[src/rtl/baudgen_pkg.sv]
// Shared constants for the baud-rate NCO: default geometry, the standard
// 50 MHz / 16x oversample increments, and the increment calculator.
// Ports: none (package).
package baudgen_pkg;

    localparam int ACC_W_DEF = 16;
    localparam int OVS_DEF   = 16;
    localparam longint unsigned F_CLK_HZ = 64'd50_000_000;

    // incr = round(baud * ovs * 2^acc_w / f_clk); 64-bit intermediate is wide
    // enough for acc_w = 32 with ovs = 256 at any realistic baud rate.
    function automatic logic [31:0] calc_incr(
        input longint unsigned baud,
        input longint unsigned ovs,
        input int unsigned     acc_w,
        input longint unsigned fclk
    );
        longint unsigned num;
        num = baud * ovs * (64'd1 << acc_w);
        return 32'((num + fclk / 64'd2) / fclk);
    endfunction

    localparam logic [ACC_W_DEF-1:0] INCR_9600 =
        ACC_W_DEF'(calc_incr(64'd9600, 64'(OVS_DEF), ACC_W_DEF, F_CLK_HZ));
    localparam logic [ACC_W_DEF-1:0] INCR_115200 =
        ACC_W_DEF'(calc_incr(64'd115200, 64'(OVS_DEF), ACC_W_DEF, F_CLK_HZ));
    localparam logic [ACC_W_DEF-1:0] INCR_921600 =
        ACC_W_DEF'(calc_incr(64'd921600, 64'(OVS_DEF), ACC_W_DEF, F_CLK_HZ));

endpackage

[src/rtl/baudgen_nco_acc.sv]
// Phase accumulator with registered carry-out; carry is the oversample tick.
// Ports: clock_in/n_reset_in, enable (freeze when low), sync (jump to half
// phase, suppress carry), incr (phase step), carry (registered wrap flag).
module baudgen_nco_acc
    import baudgen_pkg::*;
#(
    parameter int ACC_W = ACC_W_DEF
) (
    input  logic             clock_in,
    input  logic             n_reset_in,
    input  logic             enable,
    input  logic             sync,
    input  logic [ACC_W-1:0] incr,
    output logic             carry
);

    logic [ACC_W-1:0] acc;
    logic [ACC_W:0]   sum;

    assign sum = {1'b0, acc} + {1'b0, incr};

    // Carry is held (not cleared) while disabled so a tick that was due when
    // the block froze is still delivered on resume: no phase is lost.
    always_ff @(posedge clock_in or negedge n_reset_in) begin
        if (!n_reset_in) begin
            acc   <= '0;
            carry <= 1'b0;
        end else if (enable) begin
            if (sync) begin
                acc   <= {1'b1, {(ACC_W-1){1'b0}}};
                carry <= 1'b0;
            end else begin
                acc   <= sum[ACC_W-1:0];
                carry <= sum[ACC_W];
            end
        end
    end

endmodule

[src/rtl/baudgen_nco.sv]
// Fractional baud generator: NCO oversample ticks, plus bit-centre and
// bit-boundary ticks decoded from an oversample counter.
// Ports: clock_in/n_reset_in, enable_in, incr_in+load_in (rate change,
// applied at a bit boundary), sync_in (restart bit phase), ovs/mid/bit ticks,
// pending_out (loaded rate not yet applied).
module baudgen_nco
    import baudgen_pkg::*;
#(
    parameter int               ACC_W      = ACC_W_DEF,
    parameter int               OVS        = OVS_DEF,
    parameter logic [ACC_W-1:0] RESET_INCR = ACC_W'(16'h0F1B)
) (
    input  logic             clock_in,
    input  logic             n_reset_in,
    input  logic             enable_in,
    input  logic [ACC_W-1:0] incr_in,
    input  logic             load_in,
    input  logic             sync_in,
    output logic             ovs_tick_out,
    output logic             mid_tick_out,
    output logic             bit_tick_out,
    output logic             pending_out
);

    localparam int CNT_W = (OVS > 2) ? $clog2(OVS) : 1;
    localparam logic [CNT_W-1:0] CNT_LAST = CNT_W'(OVS - 1);
    localparam logic [CNT_W-1:0] CNT_MID  = CNT_W'(OVS / 2 - 1);

    logic [CNT_W-1:0] ovs_cnt;
    logic [ACC_W-1:0] incr_active;
    logic [ACC_W-1:0] incr_pending;
    logic [ACC_W-1:0] incr_eff;
    logic             carry;
    logic             pending;
    logic             wrap_now;
    logic             apply;

    // ovs_cnt holds the count position of the tick currently on the carry
    // register; it commits the advance on the following edge.
    assign wrap_now = carry && (ovs_cnt == CNT_LAST);

    // A pending rate goes live at a bit boundary, on sync, or at once when
    // the NCO is stalled (disabled or zero rate) since no boundary would come.
    assign apply = pending &&
                   (!enable_in || sync_in || (incr_active == '0) || wrap_now);

    // Feed the new rate straight into the accumulation on the applying edge
    // so the first bit after the boundary already runs at the new rate.
    assign incr_eff = apply ? incr_pending : incr_active;

    baudgen_nco_acc #(
        .ACC_W (ACC_W)
    ) u_acc (
        .clock_in   (clock_in),
        .n_reset_in (n_reset_in),
        .enable     (enable_in),
        .sync       (sync_in),
        .incr       (incr_eff),
        .carry      (carry)
    );

    always_ff @(posedge clock_in or negedge n_reset_in) begin
        if (!n_reset_in) begin
            ovs_cnt      <= '0;
            incr_active  <= RESET_INCR;
            incr_pending <= RESET_INCR;
            pending      <= 1'b0;
        end else begin
            // A new load wins over the clear of a pending value.
            if (load_in) begin
                incr_pending <= incr_in;
                pending      <= 1'b1;
            end else if (apply) begin
                pending      <= 1'b0;
            end

            if (apply) begin
                incr_active <= incr_pending;
            end

            if (enable_in) begin
                if (sync_in) begin
                    ovs_cnt <= '0;
                end else if (carry) begin
                    ovs_cnt <= (ovs_cnt == CNT_LAST) ? '0 : ovs_cnt + 1'b1;
                end
            end
        end
    end

    assign ovs_tick_out = carry && enable_in;
    assign mid_tick_out = ovs_tick_out && (ovs_cnt == CNT_MID);
    assign bit_tick_out = ovs_tick_out && (ovs_cnt == CNT_LAST);
    assign pending_out  = pending;

endmodule

[config.mk]
export PLATFORM = sky130hd
export DESIGN_NAME = baudgen_nco
export DESIGN_NICKNAME = d
export VERILOG_FILES = /design/src/rtl/baudgen_pkg.sv /design/src/rtl/baudgen_nco_acc.sv /design/src/rtl/baudgen_nco.sv
export SDC_FILE = /design/constraint.sdc
export NUM_CORES = 1
export LEC_CHECK = 0
export ABC_AREA = 0
export CAP_MARGIN = 20
export CORE_UTILIZATION = 60
export DETAILED_ROUTE_END_ITERATION = 8
export PLACE_DENSITY = 0.87
export SLEW_MARGIN = 20
export SYNTH_ARGS = -nofsm -noshare
export SYNTH_HDL_FRONTEND = slang
export SYNTH_SLANG_ARGS = --single-unit
[constraint.sdc]
create_clock -name clock_in -period 5 [get_ports clock_in]
set_clock_uncertainty 0.05 [all_clocks]
set_input_delay 1 -clock clock_in [delete_from_list [all_inputs] [get_ports clock_in]]
set_output_delay 1 -clock clock_in [all_outputs]
set_load 0.02 [all_outputs]
# [Word-level counts from Yosys, hierarchy flattened]
# Cells that the tools add are included.
[word_totals] ff_bits=54 in_bits=21 output_inout_bits=4 word_cells=31
[op_classes] n_addsub=2 n_eq_ne=2 muxes=8 reduce_logical=13
[ops] operator="$mux 16" n=2
[ops] operator="$add 16x16->17" n=1
[ops] operator="$logic_not 16->1" n=1
[ops] operator="$mux 4" n=3
[ops] operator="$logic_and 1x1->1" n=5
[ops] operator="$add 4x1->4 const B" n=1
[ops] operator="$eq 4x3->1 const B" n=1
[ops] operator="$eq 4x4->1 const B" n=1
[ops] operator="$reduce_bool 2->1" n=2
[ops] operator="$logic_or 1x1->1" n=3
[ops] operator="$mux 1" n=3
[ops] operator="$reduce_and 2->1" n=1
[ops] operator="$logic_not 1->1" n=1

# [Longest topological paths before layout]
# Gate-level depths: netlist of run 1.
[logic_depth] word_depth=8 mapped_depth=14 depth_no_buf=13

# [Cells and area by module]
# From an unflattened synthesis of run 1, not the netlist that was laid out.
[unflattened] hier_cells=252 area_unflattened_um2=2975.4
[by_module_without_submodules] module="baudgen_nco" instances=1 cells_each=106 area_each_um2=1582.8 seq_area_each_um2=945.9
[by_module_without_submodules] module="baudgen_nco_acc" instances=1 cells_each=146 area_each_um2=1392.6 seq_area_each_um2=425.4

# [Least setup slack after synthesis of run 1]
# Ideal clock, no wire load.
[synth_timing] path_kind="input port to flip-flop" startpoint="input port enable_in" endpoint="register u_acc.acc[11]" t_arrival_ps=3825 t_required_ps=4828 slack_ps=1004 stages=13 path_buffers=3 cell_sequence="buf_2 nor2b_1 buf_2 nand3_1 nand2_1 buf_2 mux2_2 ha_1 and2_4 a221oi_4 a211oi_2 or3_1 a32o_1"
[synth_via] elab_chain_cells=8
[synth_rtl] element="start: declaration" line="baudgen_nco.sv:15" rtl="input logic enable_in,"
[synth_rtl] element="$logic_not 1->1" line="baudgen_nco.sv:45" rtl="(!enable_in || sync_in || (incr_active == '0) || wrap_now);"
[synth_rtl] element="$logic_or 1x1->1 (3 in series)" line="baudgen_nco.sv:45"
[synth_rtl] element="$logic_and 1x1->1" line="baudgen_nco.sv:44" rtl="assign apply = pending &&"
[synth_rtl] element="$mux 16"
[synth_rtl] element="net incr_eff[3]" line="baudgen_nco.sv:32" rtl="logic [ACC_W-1:0] incr_eff;"
[synth_rtl] element="$add 16x16->17" line="baudgen_nco_acc.sv:20" rtl="assign sum = {1'b0, acc} + {1'b0, incr};"
[synth_rtl] element="$mux 16" line="baudgen_nco_acc.sv:29" rtl="if (sync) begin"
[synth_rtl] element="end signal: assignment" line="baudgen_nco_acc.sv:30" rtl="acc <= {1'b1, {(ACC_W-1){1'b0}}};"
[synth_rtl] element="end signal: assignment" line="baudgen_nco_acc.sv:33" rtl="acc <= sum[ACC_W-1:0];"
[synth_rtl] element="end: declaration" line="baudgen_nco_acc.sv:17" rtl="logic [ACC_W-1:0] acc;"
# The timed path passes the listed nets, and every way through them passes these cells.
# A chain may end at the register's enable or synchronous reset.

# [Worst setup path after layout of run 1]
[layout_timing] startpoint="input port sync_in" endpoint="register u_acc.acc[14]"
[layout_via] elab_chain_cells=7
[layout_rtl] element="start: declaration" line="baudgen_nco.sv:18" rtl="input logic sync_in,"
[layout_rtl] element="$logic_or 1x1->1 (3 in series)" line="baudgen_nco.sv:45"
[layout_rtl] element="$logic_and 1x1->1" line="baudgen_nco.sv:44"
[layout_rtl] element="$mux 16"
[layout_rtl] element="net incr_eff[7]" line="baudgen_nco.sv:32"
[layout_rtl] element="$add 16x16->17" line="baudgen_nco_acc.sv:20"
[layout_rtl] element="$mux 16" line="baudgen_nco_acc.sv:29"
# The timed path passes the listed nets, and every way through them passes these cells.

==> results of run 1 <==
==> per-layer routing <==
| layer | wire length [µm] | vias up | track usage (%) |
|---|---|---|---|
| met3 | 445 | 14 | 4.53 |
| met1 | 2850 | 1126 | 34.5 |
| met4 | 134 | 0 | 8.33 |
| met5 | 0 | - | 0 |
| met2 | 3090 | 98 | 45.5 |
| li1 | - | 1078 | - |
==> worst max path at each step <==
| stage | from | to | slack [ns] | cells past startpoint |
|---|---|---|---|---|
| global route | sync_in | u_acc.acc[14] | 0.56 | 12 |
| finish | sync_in | u_acc.acc[14] | 0.74 | 12 |
| CTS | sync_in | u_acc.acc[14] | 0.78 | 12 |
| global placement | sync_in | u_acc.acc[14] | 0.63 | 12 |
| detailed placement | sync_in | u_acc.acc[14] | 0.52 | 12 |
| floorplan | enable_in | u_acc.acc[11] | 1.00 | 13 |
==> worst register-to-register path, stage by stage (launching register included) <==
cell,delay (ns)
sky130_fd_sc_hd__dfrtp_1,0.39
sky130_fd_sc_hd__nor4_1,0.36
sky130_fd_sc_hd__nand4_1,0.20
sky130_fd_sc_hd__nand3_1,0.13
sky130_fd_sc_hd__nand2_1,0.14
sky130_fd_sc_hd__mux2_2,0.29
sky130_fd_sc_hd__ha_1,0.19
sky130_fd_sc_hd__inv_1,0.06
sky130_fd_sc_hd__fa_1,0.40
sky130_fd_sc_hd__nand3b_1,0.21
sky130_fd_sc_hd__a21oi_1,0.28
sky130_fd_sc_hd__nor2_1,0.13
sky130_fd_sc_hd__or4b_2,0.67
sky130_fd_sc_hd__nand3_1,0.10
==> cells in the mapped netlist (2+ instances only) <==
cell and count:
sky130_fd_sc_hd__o31ai_1 2, sky130_fd_sc_hd__nor3_1 5, sky130_fd_sc_hd__clkbuf_1 7, sky130_fd_sc_hd__nor2_1 6, sky130_fd_sc_hd__mux2i_1 2, sky130_fd_sc_hd__nor2b_1 2, sky130_fd_sc_hd__a32o_1 3, sky130_fd_sc_hd__o21a_1 2
sky130_fd_sc_hd__nand2b_1 3, sky130_fd_sc_hd__o31a_1 2, sky130_fd_sc_hd__o22ai_1 3, sky130_fd_sc_hd__buf_2 3, sky130_fd_sc_hd__dfrtp_1 38, sky130_fd_sc_hd__o21ai_0 10, sky130_fd_sc_hd__dfstp_2 16, sky130_fd_sc_hd__or3_1 3
sky130_fd_sc_hd__a21o_1 4, sky130_fd_sc_hd__xnor2_1 4, sky130_fd_sc_hd__and2_2 2, sky130_fd_sc_hd__a41oi_1 2, sky130_fd_sc_hd__nand3_1 8, sky130_fd_sc_hd__nand2_1 19, sky130_fd_sc_hd__nor4_1 5, sky130_fd_sc_hd__a22o_1 6
sky130_fd_sc_hd__ha_1 21, sky130_fd_sc_hd__nand4_1 5, sky130_fd_sc_hd__and3_1 2, sky130_fd_sc_hd__mux2_2 32, sky130_fd_sc_hd__a21oi_1 17, sky130_fd_sc_hd__inv_1 7
==> through the flow <==
stage	area [µm²]	setup slack [ns]	cells	util [%]
floorplan	3050	1.00	272	-
global placement	3360	0.628	356	69.7
detailed placement	3360	0.523	356	69.7
CTS	3470	0.778	364	72.0
global route	3470	0.563	364	72.0
finish	3470	0.739	364	72.0
==> report_power, final <==
group	leakage [nW]	internal (mW)	switching, mW
registers	0.640	0.550	0.0749
clock network	0.0514	0.149	0.141
logic	0.771	0.326	0.411
==> cells by family after synthesis <==
group,Yosys count
compound gates,70
xor+xnor,5
fa+ha+maj,22
buf+inv,19
flops,54
mux,34
simple gates,68
==> cell type report <==
class | instances | area, µm²
Tap cell | 67 | 83.8
Multi-Input combinational cell | 199 | 1610
Timing Repair Buffer | 28 | 265
Clock buffer | 6 | 72.6
Clock inverter | 2 | 37.5
Fill cell | 355 | 1350
Inverter | 8 | 30.0
Sequential cell | 54 | 1370
==> registers in the layout, indices dropped and copies added, names as in the netlist <==
signal,count
ovs_cnt,4
u_acc.carry,1
pending_out,1
incr_pending,16
u_acc.acc,16
incr_active,16
==> impl_results.md, run 1 <==
- Result of the run: finished clean
- Synth Area in Simple Gates: 12.2%
- Sinks on the clock net: 54
- Synth Net Count: 315
- Overall global routing resource usage: 26.6%
- Register clock-pin slew on the reported worst setup and hold paths: 0.10 ns
- Highest-count cells in the layout ignoring fill and taps: 38 x sky130_fd_sc_hd__dfrtp_1, 32 x sky130_fd_sc_hd__mux2_2, 23 x sky130_fd_sc_hd__clkdlybuf4s50_1
- Seq cells post-synth: 54
- Proportion of layout cells with a drive suffix above 1: 23.9%
- Class of the tightest hold or removal check: flop to flop
- Quantity of gates resized following cts: 0
- Number of antenna violations at the first check in global routing: 0
- Die outline width: 73.3 µm
- Post-Synth XOR/XNOR Area: 1.43%
- Worst hold stages: 1
- Synth Area in Adders: 9.26%
- HPWL reported at the end of detailed placement: 4720 µm
- Post-synthesis cell count: 272
- Worst-Margin Slew: 0.762 ns
- Source-to-sink clock delay at the later pin of the worst-skew pair: 0.31 ns
- Initial standard-cell utilization of the core: 63.4%
- Number of max-cap violations: 0
- Die Ht: 73.3 µm
- Minimum period implied by the final worst setup slack: 4.26 ns
- Unique masters post-synth: 61
- First-pass DRT Iterations: 4
- H-tree depth: 2
- Initial DRC count: 111
- Share of the synthesized area in compound gates (AO/OA/AOI/OAI): 17.2%
- Drc violations: 0
- Launch instance of the worst register-to-register path: incr_active[13]
- Top achievable clock speed: 235 MHz
- Via count of the first global-routing pass: 2,281
- Residual antenna-violating net count after detailed routing: 0
- Power density of the placed cells: 477 nW/µm²
- RSZ-0062 raised after global routing: false
- Via-per-instance ratio: 6.36
- Data required time of the worst path: 5.20 ns
- Crit share post-route: 85.2%
- Maximum fanout along the worst path: 13
- Core ar.: 4820 µm²
- Category of the worst setup path launch point: input pin
- Endpoint of the worst register-to-register path: u_acc.acc[14]
- Warnings, synthesis: 0
- IO Count: 25
- Yosys top cell area share: 31.1%
- Most common cell after layout, fill and taps aside: sky130_fd_sc_hd__dfrtp_1
- Final Net Count: 339
- Vias: 2,316
- Capturing element type of the critical path: flop
- Leading area contributor after synthesis: sky130_fd_sc_hd__dfrtp_1
- Worst hold margin: 0.460 ns
- Most common cell type on the critical path: sky130_fd_sc_hd__nand3_1
- Final number of max-transition violations: 0
- Biggest area contributors in the synthesized netlist: sky130_fd_sc_hd__dfrtp_1 31%, sky130_fd_sc_hd__dfstp_2 14%, sky130_fd_sc_hd__mux2_2 12%
- Cells traversed along the worst timing path: clkdlybuf4s50_1 > nor2b_1 > nand3_1 > nand2_1 > buf_4 > mux2_2 > ha_1 > nand4_1 > a21oi_1 > nor2_1 > or4b_2 > nand3_1
- Die Outline Area: 5380 µm²
- Mux cell area share after synthesis: 12.5%
- Cts bufs inserted: 5
- Main combinational cell family by area after synthesis: compound AO/OA/AOI/OAI gates
- Main flop type after synthesis: sky130_fd_sc_hd__dfrtp_1
- Antenna fix cells: 0
- Overall power: 1.65 mW
- Cell at the slowest stage of the critical path: sky130_fd_sc_hd__or4b_2
- Async set or reset register ratio after synthesis: 100%
- Aggregate routed wire length: 6520 µm
- Count of buffers from port buffering: 24
- Netlist Area Pre-Place: 3050 µm²
- TritonCTS clock tree: yes
- R2R cell count: 13
- Hold-critical path endpoint: u_acc.acc[2]
- Leakage power total: 1.46 nW
- First-pass GRT wire length: 10,800 µm
- Post-CTS repair timing setup buffer count: 0
- Finish-stage setup viols: 0
- Total congestion overflow after global routing: 0
- Cts hold-fix bufs: 0
- Global placement routability congestion: 0.897
- Pin count of the biggest net entering global routing: 55
- Worst Path Class, Setup: input pin to flop
- Layout Area Growth over Synthesis: 13.5%
- Total number of placement rows: 25
- Accumulated negative setup slack: 0 ns
- Largest stage delay, worst path: 0.67 ns
- Synthesized area per cell: 11.2 µm²
- Post-synth EDFFs: 0
- Dominant delay contributor by cell family on the critical path: simple AND/OR/NAND/NOR gates
- Register-to-register setup slack: 1.35 ns
- Arrival time at the worst endpoint: 4.46 ns
- Routed wirelength normalized by instance count: 17.9 µm
- Max clock buf depth: 2
- Maximum resistive drop on vdd: 0.246 mV
- Max-Slew Margin vs Limit: 49.0%
- Buffers plus inverters on the worst setup path: 2
- Share of the yosys chip area belonging to registers: 44.9%
- Buffer type at the clock tree root: sky130_fd_sc_hd__clkbuf_8
- Beginning of the worst hold path: u_acc.acc[2]
- Final hold violation count: 0
No activity file was read; power rests on OpenSTA's default activity.
==> run 2, diff against run 1 <==
- ABC_CLOCK_PERIOD_IN_PS: not set -> 5000
- PLACE_DENSITY: 0.87 -> 0.82
==> run 2 against run 1 <==
Net effect:
- hold slack gained 0.011 ns
- worst setup slack improved by 0.072 ns
- register-to-register slack lost 0.25 ns
- maximum frequency grew 1.7%
- design area grew 0.43%
- via count decreased by 1.5%
- clock power grew 4%
- critical path type unchanged
- highest routed layer unchanged
==> impl_results.md, run 2 (synthesized netlist as in run 1, its figures left out) <==
- Count of buffers from port buffering: 24 (unchanged)
- Power density of the placed cells: 475 nW/µm² (was 477 nW/µm²)
- Die Ht: 73.3 µm (unchanged)
- Cts bufs inserted: 5 (unchanged)
- Overall global routing resource usage: 28.3% (was 26.6%)
- Arrival time at the worst endpoint: 4.39 ns (was 4.46 ns)
- HPWL reported at the end of detailed placement: 4950 µm (was 4720 µm)
- Final Net Count: 340 (was 339)
- Most common cell after layout, fill and taps aside: sky130_fd_sc_hd__dfrtp_1 (unchanged)
- Highest-count cells in the layout ignoring fill and taps: 38 x sky130_fd_sc_hd__dfrtp_1, 32 x sky130_fd_sc_hd__mux2_2, 23 x sky130_fd_sc_hd__clkdlybuf4s50_1 (unchanged)
- Proportion of layout cells with a drive suffix above 1: 24.5% (was 23.9%)
- Result of the run: finished clean (unchanged)
- Core ar.: 4820 µm² (unchanged)
- Endpoint of the worst register-to-register path: u_acc.acc[14] (unchanged)
- Global placement routability congestion: 0.900 (was 0.897)
- Worst-Margin Slew: 0.760 ns (was 0.762 ns)
- Crit share post-route: 83.8% (was 85.2%)
- Hold-critical path endpoint: incr_pending[14] (was u_acc.acc[2])
- Quantity of gates resized following cts: 0 (unchanged)
- Top achievable clock speed: 239 MHz (was 235 MHz)
- Worst Setup Slack post-DPL: 0.544 ns (was 0.523 ns)
- Leakage power total: 1.47 nW (was 1.46 nW)
- Routed wirelength normalized by instance count: 18.4 µm (was 17.9 µm)
- Maximum fanout along the worst path: 11 (was 13)
- R2R cell count: 13 (unchanged)
- Minimum period implied by the final worst setup slack: 4.19 ns (was 4.26 ns)
- Initial DRC count: 127 (was 111)
- Class of the tightest hold or removal check: flop to flop (unchanged)
- M1 wire length: 3090 µm (was 2850 µm)
- Register-to-register setup slack: 1.10 ns (was 1.35 ns)
- Total congestion overflow after global routing: 0 (unchanged)
- Beginning of the worst hold path: incr_pending[14] (was u_acc.acc[2])
- Antenna fix cells: 0 (unchanged)
- Sinks on the clock net: 54 (unchanged)
- Final number of max-transition violations: 0 (unchanged)
- Finish-stage setup viols: 0 (unchanged)
- Total number of placement rows: 25 (unchanged)
- Accumulated negative setup slack: 0 ns (unchanged)
- Initial standard-cell utilization of the core: 63.4% (unchanged)
- Number of max-cap violations: 0 (unchanged)
- Source-to-sink clock delay at the later pin of the worst-skew pair: 0.30 ns (was 0.31 ns)
- Final hold violation count: 0 (unchanged)
- Via-per-instance ratio: 6.25 (was 6.36)
- Die Outline Area: 5380 µm² (unchanged)
- Registers with the most flip-flops: incr_active (16), incr_pending (16), u_acc.acc (16) (unchanged)
- First-pass GRT wire length: 11,300 µm (was 10,800 µm)
- Pin count of the biggest net entering global routing: 55 (unchanged)
- Via count of the first global-routing pass: 2,321 (was 2,281)
- IO Count: 25 (unchanged)
- Worst hold stages: 1 (unchanged)
- Vias: 2,282 (was 2,316)
- Max-Slew Margin vs Limit: 49.2% (was 49.0%)
- Aggregate routed wire length: 6710 µm (was 6520 µm)
- RSZ-0062 raised after global routing: false (unchanged)
- Register clock-pin slew on the reported worst setup and hold paths: 0.10 ns (about the same)
- Die outline width: 73.3 µm (unchanged)
- Met3 Wirelength: 237 µm (was 445 µm)
- Residual antenna-violating net count after detailed routing: 0 (unchanged)
- Maximum resistive drop on vdd: 0.242 mV (was 0.246 mV)
- TritonCTS clock tree: yes (unchanged)
- Post-CTS repair timing setup buffer count: 0 (unchanged)
- Worst hold margin: 0.471 ns (was 0.460 ns)
- Total met2 wirelength after detailed routing: 3350 µm (was 3090 µm)
- Uppermost metal layer occupied by signal nets: met4 (unchanged)
- Number of antenna violations at the first check in global routing: 0 (unchanged)
- Capturing element type of the critical path: flop (unchanged)
- Data required time of the worst path: 5.20 ns (about the same)
- Buffer type at the clock tree root: sky130_fd_sc_hd__clkbuf_8 (unchanged)
- Category of the worst setup path launch point: input pin (unchanged)
- H-tree depth: 2 (unchanged)
- Fin worst setup slack: 0.811 ns (was 0.739 ns)
- Drc violations: 0 (unchanged)
- Cts hold-fix bufs: 0 (unchanged)
- Worst Path Class, Setup: input pin to flop (unchanged)
- First-pass DRT Iterations: 4 (unchanged)
- Launch instance of the worst register-to-register path: incr_active[5] (was incr_active[13])
- Max clock buf depth: 2 (unchanged)
- Layout Area Growth over Synthesis: 14.0% (was 13.5%)
==> run 2: worst max-delay path: stages <==
cell	delay, ns
sky130_fd_sc_hd__clkdlybuf4s50_1	0.48
sky130_fd_sc_hd__nor2b_1	0.19
sky130_fd_sc_hd__nand3_1	0.10
sky130_fd_sc_hd__nand2_1	0.36
sky130_fd_sc_hd__buf_4	0.25
sky130_fd_sc_hd__mux2_2	0.37
sky130_fd_sc_hd__ha_1	0.38
sky130_fd_sc_hd__nand4_1	0.12
sky130_fd_sc_hd__a21oi_1	0.24
sky130_fd_sc_hd__nor2_1	0.12
sky130_fd_sc_hd__or4b_2	0.67
sky130_fd_sc_hd__nand3_1	0.10
==> run 2: metrics by stage <==
stage | power [mW] | std cells | area, µm² | util, %
after floorplan | 1.17 | 272 | 3050 | -
after detailed placement | 1.35 | 357 | 3360 | 69.8
after global routing | 1.78 | 365 | 3480 | 72.3
after global placement | 1.32 | 357 | 3360 | 69.8
after CTS | 1.66 | 365 | 3480 | 72.3
final | 1.65 | 365 | 3480 | 72.3
==> run 2: worst max-delay path by stage <==
stage	startpoint	to	slack, ns	cells past startpoint
finish	enable_in	u_acc.acc[14]	0.81	12
floorplan	enable_in	u_acc.acc[11]	1.00	13
CTS	enable_in	u_acc.acc[14]	0.84	12
global route	enable_in	u_acc.acc[14]	0.65	12
global placement	enable_in	u_acc.acc[14]	0.67	12
detailed placement	enable_in	u_acc.acc[14]	0.54	12
==> run 2: cell type report <==
| cell class | count | area, µm² |
|---|---|---|
| multi-input cells | 199 | 1610 |
| flip-flops and latches | 54 | 1370 |
| fillers | 369 | 1340 |
| repair buffers | 29 | 273 |
| well taps | 67 | 83.8 |
| clock buffers | 5 | 68.8 |
| clock inverters | 3 | 48.8 |
| inverters | 8 | 30.0 |
==> run 2: routing by layer <==
metal | vias to the layer above | track usage, %
met1 | 1156 | 38.0
met3 | 2 | 5.90
li1 | 1077 | -
met2 | 47 | 47.3
met4 | 0 | 6.84
met5 | - | 0
==> run 2: power breakdown <==
part           internal (mW)  switching [mW]  leakage [nW]
Sequential             0.550          0.0750         0.640
Combinational          0.327           0.402         0.776
Clock                  0.153           0.149        0.0563
==> run 3, diff against run 2 <==
- ABC_CLOCK_PERIOD_IN_PS: 5000 -> 3600
- CORE_UTILIZATION: 60 -> 52
- PLACE_DENSITY: 0.82 -> 0.75
- clock period: 5 -> 3.6 ns (I/O delays scaled with it)
==> run 3 against run 2 <==
Net effect:
- routed wire length rose by 3.2%
- sequential power rose by 38%
- first-iteration DRC count rose by 9.4%
- critical path type unchanged
- critical endpoint is now u_acc.acc[10]
- largest cell class unchanged
- largest power group unchanged
==> impl_results.md, run 3 (synthesized netlist as in run 1, its figures left out) <==
- Power density of the placed cells: 676 nW/µm² (was 475 nW/µm²)
- Launch instance of the worst register-to-register path: incr_active[5] (unchanged)
- Most Crowded Layer GR: met2 (unchanged)
- Capturing element type of the critical path: flop (unchanged)
- Initial DRC count: 139 (was 127)
- Core ar.: 5570 µm² (was 4820 µm²)
- HPWL reported at the end of detailed placement: 5330 µm (was 4950 µm)
- Final hold violation count: 0 (unchanged)
- Number of antenna violations at the first check in global routing: 0 (unchanged)
- Proportion of layout cells with a drive suffix above 1: 33.9% (was 24.5%)
- Most common cell type on the critical path: sky130_fd_sc_hd__buf_4 (was sky130_fd_sc_hd__nand3_1)
- Registers with the most flip-flops: incr_active (16), incr_pending (16), u_acc.acc (16) (unchanged)
- RSZ-0062 raised after global routing: true (was false)
- Category of the worst setup path launch point: input pin (unchanged)
- Cells traversed along the worst timing path: clkdlybuf4s50_1 > nor2b_2 > nand3_1 > nand2_4 > buf_4 > mux2_2 > buf_4 > ha_1 > a21oi_1 > a21boi_0 > buf_4 > nor3_1 > a21oi_1 > nand3_1 (was clkdlybuf4s50_1 > nor2b_1 > nand3_1 > nand2_1 > buf_4 > mux2_2 > ha_1 > nand4_1 > a21oi_1 > nor2_1 > or4b_2 > nand3_1)
- Most common cell after layout, fill and taps aside: sky130_fd_sc_hd__buf_4 (was sky130_fd_sc_hd__dfrtp_1)
- Quantity of gates resized following cts: 0 (unchanged)
- Final Net Count: 375 (was 340)
- Total number of placement rows: 27 (was 25)
- Sinks on the clock net: 54 (unchanged)
- Cts hold-fix bufs: 0 (unchanged)
- Register clock-pin slew on the reported worst setup and hold paths: 0.10 ns (about the same)
- Via-per-instance ratio: 5.78 (was 6.25)
- Antenna fix cells: 0 (unchanged)
- Aggregate routed wire length: 6920 µm (was 6710 µm)
- Startpoint of the most critical setup path: enable_in (unchanged)
- Pin count of the biggest net entering global routing: 35 (was 55)
- Accumulated negative setup slack: 0 ns (unchanged)
- Class of the tightest hold or removal check: input pin to asynchronous set/reset pin (was flop to flop)
- Overall global routing resource usage: 25.0% (was 28.3%)
- Maximum resistive drop on vdd: 0.423 mV (was 0.242 mV)
- Total congestion overflow after global routing: 0 (unchanged)
- Global-route track usage on met2: 41.6% (was 47.3%)
- Crit share post-route: 97.1%
- Max clock buf depth: 2 (unchanged)
- Count of buffers from port buffering: 24 (unchanged)
- TritonCTS clock tree: yes (unchanged)
- Top achievable clock speed: 286 MHz
- Final number of max-transition violations: 0 (unchanged)
- Die Ht: 78.6 µm (was 73.3 µm)
- Vias: 2,340 (was 2,282)
- Finish-stage setup viols: 0 (unchanged)
- Buffers plus inverters on the worst setup path: 4 (was 2)
- H-tree depth: 2 (unchanged)
- Source-to-sink clock delay at the later pin of the worst-skew pair: 0.31 ns (was 0.30 ns)
- Layout Area Growth over Synthesis: 23.7% (was 14.0%)
- Routed wirelength normalized by instance count: 17.1 µm (was 18.4 µm)
- Highest-count cells in the layout ignoring fill and taps: 40 x sky130_fd_sc_hd__buf_4, 38 x sky130_fd_sc_hd__dfrtp_1, 32 x sky130_fd_sc_hd__mux2_2 (was 38 x sky130_fd_sc_hd__dfrtp_1, 32 x sky130_fd_sc_hd__mux2_2, 23 x sky130_fd_sc_hd__clkdlybuf4s50_1)
- Buffer type at the clock tree root: sky130_fd_sc_hd__clkbuf_8 (unchanged)
- Cts bufs inserted: 5 (unchanged)
- Global placement routability congestion: 0.883 (was 0.900)
- Initial standard-cell utilization of the core: 54.8% (was 63.4%)
- R2R cell count: 13 (unchanged)
- Dominant delay contributor by cell family on the critical path: buffers and inverters (was simple AND/OR/NAND/NOR gates)
- Drc violations: 0 (unchanged)
- Arrival time at the worst endpoint: 3.64 ns (was 4.39 ns)
- Cell at the slowest stage of the critical path: sky130_fd_sc_hd__clkdlybuf4s50_1 (was sky130_fd_sc_hd__or4b_2)
- Worst Path Class, Setup: input pin to flop (unchanged)
- First-pass DRT Iterations: 4 (unchanged)
- Post-Route Utilization: 67.8% (was 72.3%)
- Number of max-cap violations: 0 (unchanged)
- Leakage power total: 1.65 nW (was 1.47 nW)
- Number of logic stages on the critical path including buffering: 14 (was 12)
- Met3 demand-to-capacity share in global routing: 3.60% (was 5.90%)
- Worst-Margin Slew: 0.757 ns (was 0.760 ns)
- Minimum period implied by the final worst setup slack: 3.49 ns
- IO Count: 25 (unchanged)
- Die Outline Area: 6180 µm² (was 5380 µm²)
- Via count of the first global-routing pass: 2,416 (was 2,321)
- Die outline width: 78.6 µm (was 73.3 µm)
- Max-Slew Margin vs Limit: 49.3% (was 49.2%)
- Result of the run: finished clean (unchanged)
- First-pass GRT wire length: 11,700 µm (was 11,300 µm)
- GR Layer Usage met1: 33.8% (was 38.0%)
- Maximum fanout along the worst path: 8 (was 11)
- Post-CTS repair timing setup buffer count: 0 (unchanged)
- Data required time of the worst path: 3.75 ns (was 5.20 ns)
- Largest stage delay, worst path: 0.47 ns (was 0.67 ns)
- Residual antenna-violating net count after detailed routing: 0 (unchanged)
[run 3: metal layers]
| layer | wire length, µm | up-vias |
|---|---|---|
| li1 | - | 1146 |
| met1 | 3240 | 1145 |
| met2 | 3360 | 43 |
| met3 | 260 | 6 |
| met4 | 54 | 0 |
| met5 | 0 | - |
[run 3: cell type report]
class | count | area [µm²]
clock buffers | 6 | 82.6
multi-input cells | 199 | 1630
inverters | 8 | 30.0
flip-flops and latches | 54 | 1370
fillers | 418 | 1800
repair buffers | 64 | 536
well taps | 72 | 90.1
clock inverters | 2 | 38.8
[run 3: path summary, 6_finish.rpt]
check                             endpoint  slack, ns
max                          u_acc.acc[10]       0.11
min                          u_acc.acc[15]       0.32
max reg2reg                  u_acc.acc[14]       0.22
min reg2reg                  u_acc.acc[13]       0.46
max in group asynchronous  incr_pending[0]       2.33
min in group clock_in        u_acc.acc[13]       0.46
[run 3: power by group]
part	internal, mW	leakage (nW)	switching, mW
Clock	0.229	0.0618	0.202
Sequential	0.763	0.640	0.101
Combinational	0.645	0.946	0.613
[run 3: worst reg2reg max path: cells and delay by family (launching register included)]
kind | cells | cell delay, ns
multiplexers | 1 | 0.26
buffers and inverters | 1 | 0.06
AND/OR/NAND/NOR | 8 | 1.83
AO/OA/AOI/OAI | 1 | 0.17
flip-flops | 1 | 0.39
adder cells (fa/ha/maj) | 2 | 0.56
[run 3: metrics by stage]
| step | area [µm²] | hold WS (ns) | power, mW | setup WS, ns | instances |
|---|---|---|---|---|---|
| after floorplan | 3060 | 0.374 | 1.63 | 0.00368 | 272 |
| after global placement | 3640 | 0.423 | 2.06 | -0.207 | 397 |
| after detailed placement | 3640 | 0.430 | 2.11 | -0.279 | 397 |
| after CTS | 3760 | 0.337 | 2.55 | 0.0348 | 405 |
| after global routing | 3780 | 0.355 | 2.74 | -0.0127 | 405 |
| final | 3780 | 0.323 | 2.55 | 0.105 | 405 |
